File: config.mk
export PLATFORM = sky130hd
export DESIGN_NAME = msg_schedule_flat
export DESIGN_NICKNAME = d
export VERILOG_FILES = /design/src/rtl/msg_schedule_if.sv /design/src/rtl/msg_schedule.sv /design/src/flat_wrapper.sv
export SDC_FILE = /design/constraint.sdc
export NUM_CORES = 1
export LEC_CHECK = 0
export ABC_AREA = 1
export CAP_MARGIN = 15
export CELL_PAD_IN_SITES_DETAIL_PLACEMENT = 0
export CELL_PAD_IN_SITES_GLOBAL_PLACEMENT = 1
export CORE_ASPECT_RATIO = 0.5
export CORE_MARGIN = 2
export CORE_UTILIZATION = 47
export DETAILED_ROUTE_END_ITERATION = 12
export PLACE_DENSITY_LB_ADDON = 0.1
export SYNTH_ARGS = -nofsm -noshare
export SYNTH_HDL_FRONTEND = slang
export SYNTH_SLANG_ARGS = --single-unit
File: constraint.sdc
create_clock -name clk -period 4.81 [get_ports clk]
set_input_delay 0.7215 -clock clk [delete_from_list [all_inputs] [get_ports clk]]
set_output_delay 0.7215 -clock clk [all_outputs]
set_load 0.05 [all_outputs]
File: src/rtl/msg_schedule_if.sv
// Handshake bundle between the message-schedule expander, its block source and the
// compression core that consumes the W stream.
interface msg_schedule_if;
  logic        in_valid;
  logic        in_ready;
  logic [31:0] in_word;
  logic        w_valid;
  logic        w_ready;
  logic [31:0] w_out;
  logic [5:0]  t_idx;
  logic        busy;
  logic        block_done;

  modport slave (
    input  in_valid, in_word, w_ready,
    output in_ready, w_valid, w_out, t_idx, busy, block_done
  );

  modport master (
    output in_valid, in_word, w_ready,
    input  in_ready, w_valid, w_out, t_idx, busy, block_done
  );
endinterface

File: src/rtl/msg_schedule.sv
// SHA-256 message-schedule expander: loads 16 words, then streams W[0..ROUNDS-1]
// from a 16-entry sliding window, expanding one new word per accepted output.
module msg_schedule #(
  parameter int unsigned ROUNDS      = 64,
  parameter int unsigned BLOCK_WORDS = 16
) (
  input logic           clk,
  input logic           reset,
  msg_schedule_if.slave bus
);

  localparam logic [5:0] LastLoad  = 6'(BLOCK_WORDS - 1);
  localparam logic [5:0] LastRound = 6'(ROUNDS - 1);

  typedef enum logic [0:0] {StLoad, StEmit} state_e;

  state_e      state_q, state_d;
  logic [5:0]  cnt_q, cnt_d;
  logic        done_q, done_d;
  logic [31:0] win_q [16];
  logic [31:0] win_d [16];
  logic [31:0] w_new;

  function automatic logic [31:0] rotr(input logic [31:0] x, input int unsigned n);
    return (x >> n) | (x << (32 - n));
  endfunction

  function automatic logic [31:0] sig0(input logic [31:0] x);
    return rotr(x, 7) ^ rotr(x, 18) ^ (x >> 3);
  endfunction

  function automatic logic [31:0] sig1(input logic [31:0] x);
    return rotr(x, 17) ^ rotr(x, 19) ^ (x >> 10);
  endfunction

  // Computed on every shift; the last 16 results fall off the end unused.
  assign w_new = sig1(win_q[14]) + win_q[9] + sig0(win_q[1]) + win_q[0];

  always_comb begin
    state_d = state_q;
    cnt_d   = cnt_q;
    win_d   = win_q;
    done_d  = 1'b0;
    unique case (state_q)
      StLoad: begin
        if (bus.in_valid) begin
          win_d[cnt_q[3:0]] = bus.in_word;
          if (cnt_q == LastLoad) begin
            cnt_d   = '0;
            state_d = StEmit;
          end else begin
            cnt_d = cnt_q + 6'd1;
          end
        end
      end
      StEmit: begin
        if (bus.w_ready) begin
          for (int i = 0; i < 15; i++) begin
            win_d[i] = win_q[i+1];
          end
          win_d[15] = w_new;
          if (cnt_q == LastRound) begin
            cnt_d   = '0;
            state_d = StLoad;
            done_d  = 1'b1;
          end else begin
            cnt_d = cnt_q + 6'd1;
          end
        end
      end
    endcase
  end

  always_ff @(posedge clk) begin
    if (reset) begin
      state_q <= StLoad;
      cnt_q   <= '0;
      done_q  <= 1'b0;
      for (int i = 0; i < 16; i++) begin
        win_q[i] <= '0;
      end
    end else begin
      state_q <= state_d;
      cnt_q   <= cnt_d;
      done_q  <= done_d;
      win_q   <= win_d;
    end
  end

  // Outputs decode straight from registers, so they carry no combinational input paths.
  assign bus.in_ready   = (state_q == StLoad);
  assign bus.w_valid    = (state_q == StEmit);
  assign bus.busy       = (state_q == StEmit);
  assign bus.w_out      = win_q[0];
  assign bus.t_idx      = cnt_q;
  assign bus.block_done = done_q;

endmodule
File: src/flat_wrapper.sv
// flat-port wrapper written by rule: the top's interface ports become plain ports
module msg_schedule_flat 
#(
  parameter int unsigned ROUNDS      = 64,
  parameter int unsigned BLOCK_WORDS = 16
)
  (clk, reset, bus_in_valid, bus_in_word, bus_w_ready, bus_in_ready, bus_w_valid, bus_w_out, bus_t_idx, bus_busy, bus_block_done);
  msg_schedule_if bus_i ();
  input logic clk;
  input logic reset;
  input wire logic [$bits(bus_i.in_valid)-1:0] bus_in_valid;
  input wire logic [$bits(bus_i.in_word)-1:0] bus_in_word;
  input wire logic [$bits(bus_i.w_ready)-1:0] bus_w_ready;
  output wire logic [$bits(bus_i.in_ready)-1:0] bus_in_ready;
  output wire logic [$bits(bus_i.w_valid)-1:0] bus_w_valid;
  output wire logic [$bits(bus_i.w_out)-1:0] bus_w_out;
  output wire logic [$bits(bus_i.t_idx)-1:0] bus_t_idx;
  output wire logic [$bits(bus_i.busy)-1:0] bus_busy;
  output wire logic [$bits(bus_i.block_done)-1:0] bus_block_done;
  assign bus_i.in_valid = bus_in_valid;
  assign bus_i.in_word = bus_in_word;
  assign bus_i.w_ready = bus_w_ready;
  assign bus_in_ready = bus_i.in_ready;
  assign bus_w_valid = bus_i.w_valid;
  assign bus_w_out = bus_i.w_out;
  assign bus_t_idx = bus_i.t_idx;
  assign bus_busy = bus_i.busy;
  assign bus_block_done = bus_i.block_done;
  msg_schedule #(.ROUNDS(ROUNDS), .BLOCK_WORDS(BLOCK_WORDS)) u_core (.clk(clk), .reset(reset), .bus(bus_i));
endmodule
==> results.py <==
metrics = {
    "status": {
        "status": "completed",
    },
    "yosys": {
        "yosysWarningCount": 0,
        "synth_edf_count": 0,
        "ys_seq_area_share_pct": 37.73,
        "mappedNetlistArea_um2": 27590,
        "synth_top_area_cell": "dfxtp_1",
        "synth.net_count": 3516,
        "synth_commonest_cells": "inv_1, dfxtp_1, a211oi_1, a221oi_1, nand2_1",
        "yosysUniqueCellTypes": 36,
        "yosys-top-cells-area": "dfxtp_1, a221oi_1, a211oi_1",
        "synth-seq-cells": 520,
        "syn_inst": 3383,
        "synth_top_area_share_pct": 37.73,
        "yosysMostFrequentCell": "inv_1",
        "syn_avg_cell_area_um2": 8.156,
        "synth_async_sr_flop_share_pct": 0,
        "synth-main-ff-cell": "dfxtp_1",
    },
    "die": {
        "top_level_ports": 78,
        "die_area_um2": 60770,
        "start_util_pct": 47.80,
        "die_h_um": 175.3,
        "die_w_um": 346.6,
        "rows": 62,
        "coreArea_um2": 57720,
    },
    "global_routing": {
        "grt_pass1_vias": 22220,
        "grt_max_degree": 156,
        "grt_pass1_wl_mm": 150.4,
        "gr-total-overflow": 0,
        "antenna_found_initial": 0,
        "grt_use_total_pct": 32.42,
    },
    "power_and_ir_drop": {
        "p_leak_nw": 11.55,
        "power.total_mw": 10.01,
        "powerDensity_nw_per_um2": 334.3,
        "ir_worst_vdd_uv": 231.1,
    },
    "finish": {
        "multi_input_area_um2": 13250,
        "drive_gt1_share_pct": 5.060,
        "seqCellArea_um2": 10410,
        "area.growth.synth_to_final_pct": 8.526,
        "fin_util_pct": 51.88,
        "antenna_cells": 0,
        "fill_cells": 5593,
        "nNetsFinal": 3338,
    },
    "clock_tree": {
        "cts_buffers": 50,
        "tritoncts": "yes",
        "postCtsHoldBufs": 0,
        "clock_path_buffers": 3,
        "cts_setup_buffers": 0,
        "cts_root_buffer": "clkbuf_16",
        "cts.sinks": 520,
        "cts_resized": 0,
        "htreeDepth": 2,
        "clk_latency_ns": 0.61,
        "clk_pin_slew_ns": 0.07,
    },
    "sta": {
        "final_hold_viol_count": 0,
        "setup-tns-final_ns": 0,
        "fmax_mhz": 218.1,
        "setup_viol": 0,
        "tightest_slew_ns": 1.209,
        "clock-skew-final_ns": 0.02158,
        "relSlewSlack_pct": 19.07,
        "report.final.slew_viol_count": 0,
        "min_period_ns": 4.585,
        "setup_ws_ns": 0.2251,
        "post-route-period-util_pct": 95.32,
        "rsz0062_at_grt": "false",
    },
    "setup_path": {
        "cp-start-kind": "register",
        "critPathMostFrequentCell": "inv_1",
        "path_class": "reg -> reg",
        "path_max_fanout": 5,
        "crit_path_max_incr_delay_ns": 0.62,
        "worstSetupEndpointType": "register",
        "worstPathArrival_ns": 5.06,
        "crit_chain": "xnor2_1 -> xor2_1 -> inv_1 -> fa_1 -> inv_1 -> fa_1 -> inv_1 -> ha_1 -> nand2_1 -> nor2_1 -> inv_1 -> nor2_1 -> nand4_1 -> nand3_1 -> nand2_1 -> nand3_1 -> a21oi_1",
        "cpLargestDelayFamily": "simple AND/OR/NAND/NOR gates",
        "path_buf_inv": 4,
        "worst_path_max_delay_cell": "dfxtp_1",
        "critPathRequiredTime_ns": 5.29,
    },
    "flow_run": {
        "drv_cap": 0,
    },
    "route": {
        "drt_pass1_iterations": 6,
        "ant_nets": 0,
        "wl_per_cell_um": 25.09,
        "route.detailed.drc": 0,
        "vias": 24570,
        "vias_per_cell": 6.128,
        "drt-initial-drc-count": 2854,
        "routed_wl_mm": 100.6,
    },
    "placement": {
        "place.port_buffers": 77,
        "dp_hpwl_mm": 68.63,
        "place_congestion": 0.9717,
        "dpl_worst_slack_ns": 0.3305,
    },
    "worst_hold_path": {
        "min_path_type": "reg -> reg",
    },
}
## metal layers
metal | share of wire [%] | track usage [%]
met5 | 0 | 0
met4 | 2.3 | 7.120
met3 | 10 | 7.265
met2 | 38 | 42.23
met1 | 49 | 52.55
## kinds of logic (layout without fill, tap and decap cells)
family          Yosys count  after routing  synth area share [%]
fa+ha+maj                97             97                 6.086
flops                   520            520                 37.73
buf+inv                1005            863                 14.54
xor+xnor                128            128                 4.063
simple gates            414            414                 6.104
compound gates         1219           1219                 31.48
## where the power goes
group / internal, mW / leakage, nW / switching, mW
clock: 2.39 / 0.840 / 1.81
combinational: 0.405 / 6.51 / 0.931
sequential: 4.38 / 4.20 / 0.0991
## layout by cell type, fill, tap and decap left out, drive strengths merged, types with 8 or more instances in the layout
cell,instances
buf,49
nand3,39
nor3,8
ha,35
clkinv,10
dfxtp,520
xor2,75
xnor2,53
nand2,274
a21oi,238
fa,62
o21ai,159
a211oi,366
clkdlybuf4s50,76
a221oi,365
clkbuf,73
inv,650
nor2,79
a22oi,87
## worst min-delay path: stages, from the launching register on
cell and delay [ns]:
dfxtp_1 0.31, inv_1 0.05, a211oi_1 0.05
## layout make-up
type / count / area share (%)
Tap cell: 768 / 3.209
Timing Repair Buffer: 125 / 3.920
Multi-Input combinational cell: 1858 / 44.25
Clock buffer: 73 / 4.906
Inverter: 650 / 8.153
Clock inverter: 15 / 0.7814
Sequential cell: 520 / 34.78
## registers in the layout, indices dropped and copies added (netlist names)
signal                 flops
u_core.bus.block_done      1
u_core.win_q             480
u_core.bus.t_idx           6
u_core.bus.w_out          32
u_core.bus.busy            1
## metrics by stage
step / instance area, um^2 / instances / hold slack (ns)
CTS: 29920 / 4008 / 0.4570
global route: 29940 / 4009 / 0.4699
floorplan: 27590 / 3383 / 0.4340
detailed placement: 28220 / 3920 / 0.4443
finish: 29940 / 4009 / 0.4582
global placement: 28220 / 3920 / 0.4423
## worst paths after layout
check                                  from                             end  slack (ns)  cells after the start
max          u_core.win_q[471]$_SDFFE_PP0P_   u_core.win_q[18]$_SDFFE_PP0P_        0.23                     17
min          u_core.win_q[343]$_SDFFE_PP0P_  u_core.win_q[343]$_SDFFE_PP0P_        0.46                      2
max reg2reg  u_core.win_q[471]$_SDFFE_PP0P_   u_core.win_q[18]$_SDFFE_PP0P_        0.23                     17
min reg2reg  u_core.win_q[343]$_SDFFE_PP0P_  u_core.win_q[343]$_SDFFE_PP0P_        0.46                      2
Note: power is estimated with default switching activity, not from simulation.
